$ cat config.mk
export PLATFORM = sky130hd
export DESIGN_NAME = grid_lsq_responder
export DESIGN_NICKNAME = d
export VERILOG_FILES = /design/src/rtl/grid_lsq_responder.sv
export SDC_FILE = /design/constraint.sdc
export NUM_CORES = 1
export LEC_CHECK = 0
export BUFFER_PORTS_ARGS = -buffer_cell sky130_fd_sc_hd__clkbuf_2
export CORE_MARGIN = 2
export CORE_UTILIZATION = 35
export DETAILED_ROUTE_END_ITERATION = 12
export GPL_TIMING_DRIVEN = 0
export SLEW_MARGIN = 20
export SYNTH_ARGS = -nofsm -noshare
export SYNTH_HDL_FRONTEND = slang
export SYNTH_SLANG_ARGS = --single-unit
$ cat constraint.sdc
create_clock -name clk -period 3.78 [get_ports clk]
set_input_delay 0.756 -clock clk [delete_from_list [all_inputs] [get_ports clk]]
set_output_delay 0.756 -clock clk [all_outputs]
set_load 0.005 [all_outputs]
$ cat src/rtl/grid_lsq_responder.sv
// LSQ-side responder for one RCA grid slot: request queue, word-aligned memory issue,
// in-order load return. Optional performance counters under `RCA_LSQ_PERF_EN`.
module grid_lsq_responder #(
  parameter int XLEN      = 32,
  parameter int REQ_DEPTH = 4,
  parameter int MAX_LOADS = 4
) (
  input  logic            clk,
  input  logic            rst,
  input  logic [XLEN-1:0] addr,
  input  logic [XLEN-1:0] data,
  input  logic [2:0]      fn3,
  input  logic            load,
  input  logic            store,
  input  logic            new_request,
  output logic            lsq_full,
  output logic [XLEN-1:0] load_data,
  output logic            load_complete,
  output logic            mem_req_valid,
  input  logic            mem_req_ready,
  output logic [XLEN-1:0] mem_addr,
  output logic [XLEN-1:0] mem_wdata,
  output logic [3:0]      mem_be,
  output logic            mem_we,
  input  logic            mem_rsp_valid,
  input  logic [XLEN-1:0] mem_rdata,
  output logic            misaligned_err
`ifdef RCA_LSQ_PERF_EN
  ,
  output logic [31:0]     perf_loads,
  output logic [31:0]     perf_stores,
  output logic [31:0]     perf_full_cycles
`endif
);

  localparam int QAW = (REQ_DEPTH > 1) ? $clog2(REQ_DEPTH) : 1;
  localparam int TAW = (MAX_LOADS > 1) ? $clog2(MAX_LOADS) : 1;
  localparam logic [QAW:0]   Q_FULL = (QAW+1)'(REQ_DEPTH);
  localparam logic [TAW:0]   T_FULL = (TAW+1)'(MAX_LOADS);
  localparam logic [QAW-1:0] Q_LAST = QAW'(REQ_DEPTH - 1);
  localparam logic [TAW-1:0] T_LAST = TAW'(MAX_LOADS - 1);

  typedef struct packed {
    logic [XLEN-1:0] addr;
    logic [XLEN-1:0] wdata;
    logic [3:0]      be;
    logic            we;
    logic [2:0]      fn3;
    logic [1:0]      off;
  } req_t;

  typedef struct packed {
    logic [2:0] fn3;
    logic [1:0] off;
  } trk_t;

  // request decode: lane offset is forced aligned for misaligned half/word
  logic [1:0]      req_off;
  logic [1:0]      req_aoff;
  logic [3:0]      req_be;
  logic [XLEN-1:0] req_wdata;
  logic            req_mis;
  req_t            push_entry;

  always_comb begin
    req_off   = addr[1:0];
    req_aoff  = req_off;
    req_be    = 4'b0000;
    req_wdata = data;
    req_mis   = 1'b0;
    case (fn3[1:0])
      2'b00: begin
        req_be    = 4'b0001 << req_off;
        req_wdata = XLEN'({4{data[7:0]}});
      end
      2'b01: begin
        req_aoff  = {req_off[1], 1'b0};
        req_be    = 4'b0011 << req_aoff;
        req_wdata = XLEN'({2{data[15:0]}});
        req_mis   = req_off[0];
      end
      default: begin
        req_aoff  = 2'b00;
        req_be    = 4'b1111;
        req_wdata = data;
        req_mis   = (req_off != 2'b00);
      end
    endcase
    push_entry.addr  = {addr[XLEN-1:2], 2'b00};
    push_entry.wdata = req_wdata;
    push_entry.be    = req_be;
    push_entry.we    = store;
    push_entry.fn3   = fn3;
    push_entry.off   = req_aoff;
  end

  // request queue
  req_t           q_mem [REQ_DEPTH];
  logic [QAW-1:0] q_wr;
  logic [QAW-1:0] q_rd;
  logic [QAW:0]   q_cnt;
  logic [QAW:0]   q_cnt_nxt;
  logic           push;
  logic           pop;
  req_t           head;

  // outstanding-load tracker
  trk_t           t_mem [MAX_LOADS];
  logic [TAW-1:0] t_wr;
  logic [TAW-1:0] t_rd;
  logic [TAW:0]   t_cnt;
  logic           t_push;
  logic           t_pop;
  logic           t_full;
  trk_t           t_head;

  function automatic logic [QAW-1:0] q_inc(input logic [QAW-1:0] p);
    return (p == Q_LAST) ? '0 : p + 1'b1;
  endfunction

  function automatic logic [TAW-1:0] t_inc(input logic [TAW-1:0] p);
    return (p == T_LAST) ? '0 : p + 1'b1;
  endfunction

  assign push   = new_request && !lsq_full && (load ^ store);
  assign head   = q_mem[q_rd];
  assign t_full = (t_cnt == T_FULL);
  // a load at the head stalls while the tracker is full; everything behind it waits
  assign mem_req_valid = (q_cnt != '0) && !(!head.we && t_full);
  assign pop    = mem_req_valid && mem_req_ready;
  assign t_push = pop && !head.we;
  assign t_pop  = mem_rsp_valid && (t_cnt != '0);
  assign t_head = t_mem[t_rd];

  assign mem_addr  = mem_req_valid ? head.addr  : '0;
  assign mem_wdata = mem_req_valid ? head.wdata : '0;
  assign mem_be    = mem_req_valid ? head.be    : 4'b0000;
  assign mem_we    = mem_req_valid ? head.we    : 1'b0;

  always_comb begin
    case ({push, pop})
      2'b10:   q_cnt_nxt = q_cnt + 1'b1;
      2'b01:   q_cnt_nxt = q_cnt - 1'b1;
      default: q_cnt_nxt = q_cnt;
    endcase
  end

  always_ff @(posedge clk) begin
    if (push) q_mem[q_wr] <= push_entry;
  end

  always_ff @(posedge clk or negedge rst) begin
    if (!rst) begin
      q_wr     <= '0;
      q_rd     <= '0;
      q_cnt    <= '0;
      lsq_full <= 1'b0;
    end else begin
      if (push) q_wr <= q_inc(q_wr);
      if (pop)  q_rd <= q_inc(q_rd);
      q_cnt    <= q_cnt_nxt;
      lsq_full <= (q_cnt_nxt == Q_FULL);
    end
  end

  always_ff @(posedge clk) begin
    if (t_push) t_mem[t_wr] <= '{fn3: head.fn3, off: head.off};
  end

  always_ff @(posedge clk or negedge rst) begin
    if (!rst) begin
      t_wr  <= '0;
      t_rd  <= '0;
      t_cnt <= '0;
    end else begin
      if (t_push) t_wr <= t_inc(t_wr);
      if (t_pop)  t_rd <= t_inc(t_rd);
      case ({t_push, t_pop})
        2'b10:   t_cnt <= t_cnt + 1'b1;
        2'b01:   t_cnt <= t_cnt - 1'b1;
        default: t_cnt <= t_cnt;
      endcase
    end
  end

  // response lane select and extension
  logic [XLEN-1:0] rsp_lane;
  logic [XLEN-1:0] rsp_ext;

  always_comb begin
    rsp_lane = mem_rdata >> {t_head.off, 3'b000};
    case (t_head.fn3[1:0])
      2'b00:   rsp_ext = t_head.fn3[2] ? {{(XLEN-8){1'b0}}, rsp_lane[7:0]}
                                       : {{(XLEN-8){rsp_lane[7]}}, rsp_lane[7:0]};
      2'b01:   rsp_ext = t_head.fn3[2] ? {{(XLEN-16){1'b0}}, rsp_lane[15:0]}
                                       : {{(XLEN-16){rsp_lane[15]}}, rsp_lane[15:0]};
      default: rsp_ext = rsp_lane;
    endcase
  end

  always_ff @(posedge clk or negedge rst) begin
    if (!rst) begin
      load_complete  <= 1'b0;
      load_data      <= '0;
      misaligned_err <= 1'b0;
    end else begin
      load_complete <= t_pop;
      if (t_pop) load_data <= rsp_ext;
      if (push && req_mis) misaligned_err <= 1'b1;
    end
  end

`ifdef RCA_LSQ_PERF_EN
  always_ff @(posedge clk or negedge rst) begin
    if (!rst) begin
      perf_loads       <= '0;
      perf_stores      <= '0;
      perf_full_cycles <= '0;
    end else begin
      if (t_push && (perf_loads != '1))              perf_loads       <= perf_loads + 1'b1;
      if (pop && head.we && (perf_stores != '1))     perf_stores      <= perf_stores + 1'b1;
      if (lsq_full && (perf_full_cycles != '1))      perf_full_cycles <= perf_full_cycles + 1'b1;
    end
  end
`endif

endmodule

Word-level counts from Yosys, hierarchy flattened --
Memory sizes are Yosys's and may differ from the RTL's. Index checks and enable logic that the tools add are counted. Widths: inputs -> output; s select.
Cells by class: shift operators 3, $lt $le $gt $ge 0, reduce and logical (&&, ||, !) cells 17, equality and inequality tests 12, divide/modulo/power cells 0, $mul 0, multiplexer cells 21, add/sub/neg operators 8, bitwise logic cells 1
Operators with widths (count):
- $mux 32 | 4
- $pmux 32 s2 | 2
- $shr 32x5->32 | 1
- $eq 2x2->1 const B | 6
- $pmux 3 s2 | 2
- $add 2x1->2 const B | 4
- $eq 2x1->1 const B | 4
- $logic_and 1x1->1 | 8
- $mux 2 | 4
- $pmux 4 s2 | 1
- $add 3x1->3 const B | 2
- $eq 3x3->1 const B | 2
- $reduce_bool 3->1 | 2
- $sub 3x1->3 const B | 2
- $mux 1 | 5
- $logic_not 2->1 | 2
- $mux 4 | 1
- $pmux 2 s2 | 1
- $reduce_bool 2->1 | 2
- $shl 1x2->4 const A | 1
- $shl 2x2->4 const A | 1
- $logic_not 1->1 | 3
- $pmux 1 s2 | 1
- $xor 1x1->1 | 1
Storage, ports and cells: input bits 106, bits in registers 49, memory bits (read-only) 0, memories kept 2, RAM bits 308, output and inout bits 105, logic and storage cells 74, bits in latches 0
Memories:
- q_mem | words 4, bits a word 72, rd ports 1, clocked after Yosys merged registers in 0, write ports 1, RTL line 98 | req_t q_mem [REQ_DEPTH];
- t_mem | words 4, bits a word 5, rd ports 1, clocked after Yosys merged registers in 0, write ports 1, RTL line 108 | trk_t t_mem [MAX_LOADS];

Depth between registers and ports, before layout --
Gate-level depths: netlist (run 1). An unclocked memory read counts as a cell.
depth after elaboration 9, depth in mapped cells 11, mapped depth without buffers 11

Least setup slack after synthesis (run 1) --
OpenSTA, ideal clock, no wires.
path kind input to register, start point input port load, end point memory q_mem[3][0] in the netlist's numbering, enable pin, path slack 0.215 ns, library setup time 0.438 ns, required time 3.342 ns, data arrival time 3.127 ns, cell stages on the path 3, path buffers 0, cell sequence xnor2_1 -> nor3b_1 -> and2_1
Between the ends: cells in the longest elaborated chain, start to end 4
RTL lines:
- start: declaration | RTL line 13 | input logic load,
- $xor 1x1->1 | RTL line 125 | assign push = new_request && !lsq_full && (load ^ store);
- $logic_and 1x1->1 | RTL line 125
- $mux 1 | RTL line 149 | if (push) q_mem[q_wr] <= push_entry;
- $mux 1 (implied by the code) | RTL line 149
- end: declaration | RTL line 98
Every way passes these cells.

Final worst setup path (run 1) --
start point register q_rd[1], end point output port mem_wdata[14]
Between the ends: cells in the longest elaborated chain, start to end 6
RTL lines:
- start: declaration | RTL line 100 | logic [QAW-1:0] q_rd;
- start signal: assignment | RTL line 160 | if (pop) q_rd <= q_inc(q_rd);
- $mem_v2 4x72 *
- $logic_not 1->1 | RTL line 129 | assign mem_req_valid = (q_cnt != '0) && !(!head.we && t_full);
- $logic_and 1x1->1 | RTL line 129
- $logic_not 1->1 | RTL line 129
- $logic_and 1x1->1 | RTL line 129
- $mux 32 * | RTL line 136 | assign mem_wdata = mem_req_valid ? head.wdata : '0;
- end: declaration | RTL line 22 | output logic [XLEN-1:0] mem_wdata,
Every way passes the cells marked *; elsewhere a longest branch is shown, timed or not.

==> results of run 1 <==
[kinds of logic after synthesis]
logic type | after synthesis | share of synthesized area, %
compound gates | 74 | 3.30
buf+inv | 60 | 1.83
simple gates | 167 | 5.96
fa+ha+maj | 14 | 1.29
flops | 357 | 71.2
other cells | 1 | 0.0255
xor+xnor | 7 | 0.417
mux | 135 | 16.0
[worst max-delay path by stage]
stage                               end  depth (start not counted)  startpoint
after detailed placement  mem_wdata[20]                          7     q_rd[1]
after global placement     q_mem[0][16]                          4       store
after floorplan             q_mem[3][0]                          3        load
final                     mem_wdata[14]                          7     q_rd[1]
after global routing       mem_wdata[2]                          7     q_rd[1]
after CTS                 mem_wdata[13]                          5     q_rd[0]
[state kept, by name, indices dropped and copies added, names as in the netlist]
name and flops:
q_mem 288, load_data 32, t_mem 20, q_cnt 3, t_cnt 3, q_rd 2, q_wr 2, t_rd 2
t_wr 2, load_complete 1, lsq_full 1, misaligned_err 1
[Yosys cell counts (all sizes together), types with 15 or more instances]
library cell | instances | area, um^2
mux2i | 30 | 300
o21ai | 29 | 145
mux4 | 77 | 1730
dfrtp | 49 | 1230
edfxtp | 308 | 9250
nand2 | 47 | 176
mux2 | 28 | 315
nor2 | 25 | 93.8
buf | 16 | 104
a22oi | 15 | 113
and2 | 77 | 482
clkbuf | 30 | 113
[critical path, delay by kind of cell (launching register included)]
kind	cells	cell delay [ns]
AND/OR/NAND/NOR	1	0.22
flip-flops	1	0.37
multiplexers	1	0.31
buffers and inverters	4	1.00
AO/OA/AOI/OAI	1	0.37
[cell type report]
type | instances | area share, %
Timing Repair Buffer | 212 | 6.52
Multi-Input combinational cell | 399 | 22.5
Clock inverter | 15 | 0.643
Inverter | 14 | 0.297
Sequential cell | 357 | 59.2
Buffer | 46 | 1.27
Clock buffer | 50 | 5.75
Tap cell | 539 | 3.81
Antenna cell | 1 | 0.0141
[metrics by stage]
stage               setup slack, ns  TNS (ns)  cells
floorplan                     0.215         0    816
global placement              -1.84   -524.89   1563
detailed placement           0.0311         0   1567
CTS                          0.0457         0   1632
global route                 0.0262         0   1632
finish                        0.229         0   1633
[timing repair]
action                     CTS  global route
pin swaps                    0             0
gates resized for setup      5             2
setup endpoints to repair   37            27
[layer usage]
metal  vias to the layer above  GRT usage, %  part of all wire, %
li1                       3679             -                    -
met1                      4023          20.2                   43
met2                       283          24.9                   47
met3                        50          3.89                  7.4
met4                         2          3.72                  1.9
met5                         -             0                0.034
[power breakdown]
group	switching, mW	internal [mW]	leakage [nW]	total [mW]
Combinational	2.48	2.20	2.58	4.67
Sequential	0.206	4.93	3.40	5.13
Clock	1.46	1.96	0.544	3.42
Total	4.14	9.09	6.52	13.2
==> impl_metrics.py, run 1 <==
metrics = {
    "final_layout": {
        "seq_area_um2": 10500,
        "final_layout_size_suffix_gt1_share_pct": 36.0,
        "final_common_cell": "edfxtp_1",
        "fin_util_pct": 42.4,
        "syn2layout_area_growth_pct": 20.3,
        "final_area_um2": 17700,
        "final_nets": 1189,
        "num-fill-cells": 3735,
        "layout_common_cells": "308 x edfxtp_1, 213 x clkbuf_2, 77 x mux4_2",
        "multiInputGateArea_um2": 3990,
    },
    "timing": {
        "finalClockSkew_ns": 0.0183,
        "min_period_ns": 3.55,
        "setup_viol_count_final": 0,
        "fin_hold_ws_ns": 0.293,
        "finalHoldViolCount": 0,
        "fin_crit_sh_pct": 93.9,
        "relSlewSlack_pct": 47.5,
        "rsz0062_at_grt": "false",
        "max_freq_ghz": 0.282,
        "tightest_slew_ns": 0.779,
        "slew_violations": 0,
    },
    "synthesis": {
        "synth_edf_count": 308,
        "synth_seq_cells": 357,
        "async_flop_share_pct": 13.7,
        "ys.warnings.count": 0,
        "ys_seq_area_share_pct": 71.2,
        "syn_avg_cell_area_um2": 18.1,
        "netlist_area_um2": 14700,
        "syn_inst": 815,
        "yosysUniqueCellTypes": 38,
        "ys.flop_type": "edfxtp_1",
    },
    "global_routing": {
        "grt_first_pass_wirelength_mm": 50.3,
        "grt_max_degree": 50,
        "grt_usage_pct": 15.1,
        "grt_overflow": 0,
        "antenna_found_initial": 2,
        "grt_pass1_vias": 8451,
    },
    "worst_setup_path": {
        "rrSetupSlack_ns": 0.84,
        "cpMostUsedCell": "clkbuf_2",
        "regToRegEndpoint": "lsq_full",
        "critPathLaunchType": "register",
        "crit_path_end_kind": "output pin",
        "crit_required_ns": 3.02,
        "reg2regPathDepth": 11,
        "crit_fanout": 10,
        "cp.arrival_ns": 2.79,
        "worstPathCellList": "clkbuf_2 -> mux4_2 -> o21a_1 -> clkbuf_2 -> clkbuf_2 -> and2_1 -> clkbuf_2",
        "r2r-start": "q_rd[1]",
        "slowest_delay_ns": 0.37,
        "slowest_stage": "dfrtp_1",
        "crit_type": "register to output pin",
    },
    "clock_tree": {
        "h-tree-depth": 2,
        "cts_buffer_depth": 3,
        "postCtsSetupRepairBufs": 0,
        "numCtsBuffers": 39,
        "clkLatencyLatePin_ns": 0.53,
        "root_buffer": "clkbuf_16",
        "clk_pin_slew_worst_paths_ns": 0.06,
        "cts_hold_buf": 0,
        "cts_tree": "done",
        "cts_sinks": 357,
    },
    "die": {
        "rows": 75,
        "design.die.area_um2": 43700,
        "die_y_um": 209,
        "initial_core_util_pct": 35.2,
        "pin_count": 211,
        "fp.coreArea_um2": 41800,
        "chipWidth_um": 209,
    },
    "pwr": {
        "leakagePower_nw": 6.52,
        "fin_total_pwr_mw": 13.2,
        "pwr_density_cell_nw_per_um2": 747,
        "ir_drop_uv": 472,
    },
    "placed_design": {
        "io_buffers": 208,
        "gp_congestion": 0.832,
        "place_area_um2": 16600,
        "dp_hpwl_mm": 21.9,
    },
    "routing": {
        "drtIter0Drc": 504,
        "viasPerCell": 4.92,
        "detail_route.first_pass.iterations": 5,
        "wl_per_cell_um": 20.1,
        "num_vias": 8037,
        "wl_mm": 32.7,
        "ant_nets": 0,
        "route.detailed.drc": 0,
    },
    "hold_path": {
        "hold_path_class": "primary input to asynchronous set/reset pin",
    },
    "status": {
        "status": "finished clean",
    },
    "flow_run": {
        "cap_violations": 0,
    },
}
Power figures use the tool's default switching activity.
==> run 2: changes to the inputs <==
Settings changed: CELL_PAD_IN_SITES_DETAIL_PLACEMENT from default to 1, CELL_PAD_IN_SITES_GLOBAL_PLACEMENT from default to 1, PLACE_DENSITY_LB_ADDON from default to 0.1.
==> impl_metrics.py, run 2 (synthesis gave the netlist of run 1 again) <==
metrics = {
    "final_layout": {
        "n_antenna_cell": 0,
        "num-fill-cells": 4115,
        "fin_cells": 1642,
        "layout_common_cells": "308 x edfxtp_1, 212 x clkbuf_2, 77 x mux4_2",
        "final_nets": 1192,
        "syn2layout_area_growth_pct": 21.6,
        "final_common_cell": "edfxtp_1",
        "final_layout_size_suffix_gt1_share_pct": 36.7,
        "largest_register_ffs": 288,
        "top_regs": "q_mem (288), load_data (32), t_mem (20)",
        "top_register": "q_mem",
    },
    "placed_design": {
        "pre_cts_ws_ns": -0.107,
        "gp_congestion": 0.821,
        "io_buffers": 208,
        "dp_cells": 1568,
        "dp_hpwl_mm": 24.0,
    },
    "global_routing": {
        "antenna_found_initial": 0,
        "grt_usage_pct": 16.9,
        "grt_max_degree": 50,
        "grt_overflow": 0,
        "grt_first_pass_wirelength_mm": 55.1,
        "grt_pass1_vias": 8882,
    },
    "worst_setup_path": {
        "rrSetupSlack_ns": 0.86,
        "crit_path_end_kind": "output pin",
        "crit_fanout": 10,
        "cp-endpoint": "mem_wdata[17]",
        "crit_type": "register to output pin",
        "r2r-start": "q_rd[1]",
        "crit_required_ns": 3.02,
        "reg2regPathDepth": 11,
        "cp.arrival_ns": 2.79,
        "regToRegEndpoint": "lsq_full",
        "critPathLaunchType": "register",
        "timing.critical_path.from": "q_rd[1]",
    },
    "pwr": {
        "fin_total_pwr_mw": 13.8,
        "pwr_density_cell_nw_per_um2": 770,
        "ir_drop_uv": 305,
        "leakagePower_nw": 6.63,
    },
    "timing": {
        "finalHoldViolCount": 0,
        "fin_hold_ws_ns": 0.287,
        "layout_setup_ws_ns": 0.230,
        "slew_violations": 0,
        "fin_crit_sh_pct": 93.9,
        "rsz0062_at_grt": "false",
        "min_period_ns": 3.55,
        "setup_viol_count_final": 0,
        "relSlewSlack_pct": 28.9,
        "max_freq_ghz": 0.282,
        "tightest_slew_ns": 1.06,
        "finalClockSkew_ns": 0.0147,
    },
    "die": {
        "die_y_um": 209,
        "fp.coreArea_um2": 41800,
        "design.die.area_um2": 43700,
        "rows": 75,
        "pin_count": 211,
        "initial_core_util_pct": 35.2,
        "chipWidth_um": 209,
    },
    "clock_tree": {
        "clk_pin_slew_worst_paths_ns": 0.06,
        "numCtsBuffers": 41,
        "clkLatencyLatePin_ns": 0.55,
        "root_buffer": "clkbuf_16",
        "cts_resized": 6,
        "cts_sinks": 357,
        "h-tree-depth": 2,
        "cts_tree": "done",
        "cts_hold_buf": 0,
        "postCtsSetupRepairBufs": 0,
        "cts_buffer_depth": 3,
    },
    "flow_run": {
        "cap_violations": 0,
    },
    "routing": {
        "wl_per_cell_um": 22.1,
        "drtIter0Drc": 460,
        "detail_route.first_pass.iterations": 4,
        "viasPerCell": 4.93,
        "ant_nets": 0,
        "num_vias": 8091,
        "wl_mm": 36.3,
        "route.detailed.drc": 0,
    },
    "hold_path": {
        "hold_path_class": "primary input to asynchronous set/reset pin",
    },
    "status": {
        "status": "finished clean",
    },
}
[run 2: metrics by stage]
stage | setup TNS, ns | area, um^2 | utilization (%)
2_1_floorplan | 0 | 14700 | -
3_3_place_gp | -612.57 | 16400 | 39.3
3_5_place_dp | -0.684 | 16600 | 39.7
4_1_cts | 0 | 17900 | 42.9
5_1_grt | 0 | 17900 | 42.9
6_report | 0 | 17900 | 42.9
[run 2: routing by layer]
layer	up-vias	wire (um)	track usage, %
met2	206	17900	28.0
met4	0	735	5.27
met1	4164	15800	22.2
li1	3676	-	-
met3	45	1890	3.62
met5	-	0	0
[run 2: report_power, final]
group          switching (mW)  internal (mW)  total [mW]
logic                    2.53           2.20        4.73
clock network            1.56           2.36        3.92
registers               0.208           4.93        5.14
[run 2: how the worst min path moves through the flow]
stage | start | end | slack [ns]
2_1_floorplan | q_cnt[2] | q_cnt[2] | 0.44
3_3_place_gp | misaligned_err | misaligned_err | 0.44
3_5_place_dp | misaligned_err | misaligned_err | 0.46
4_1_cts | rst | load_data[12] | 0.30
5_1_grt | rst | load_data[11] | 0.33
6_report | rst | load_data[13] | 0.29
[run 2: worst max-delay path, stage by stage (launching register included)]
cell and delay [ns]:
dfrtp_1 0.38, clkbuf_2 0.25, mux4_2 0.31, o21a_1 0.31
buf_2 0.34, clkbuf_2 0.31, and2_1 0.22, clkbuf_2 0.13
[run 2: final cells by class]
cell class	count	area (um^2)	area share [%]
buffer	46	224	1.25
sequential	357	10500	58.5
inverter	14	52.6	0.294
clock buffer	56	1120	6.29
timing repair buffer	213	1170	6.52
clock inverter	18	191	1.07
tap	539	674	3.77
multi-input combinational	399	3990	22.3
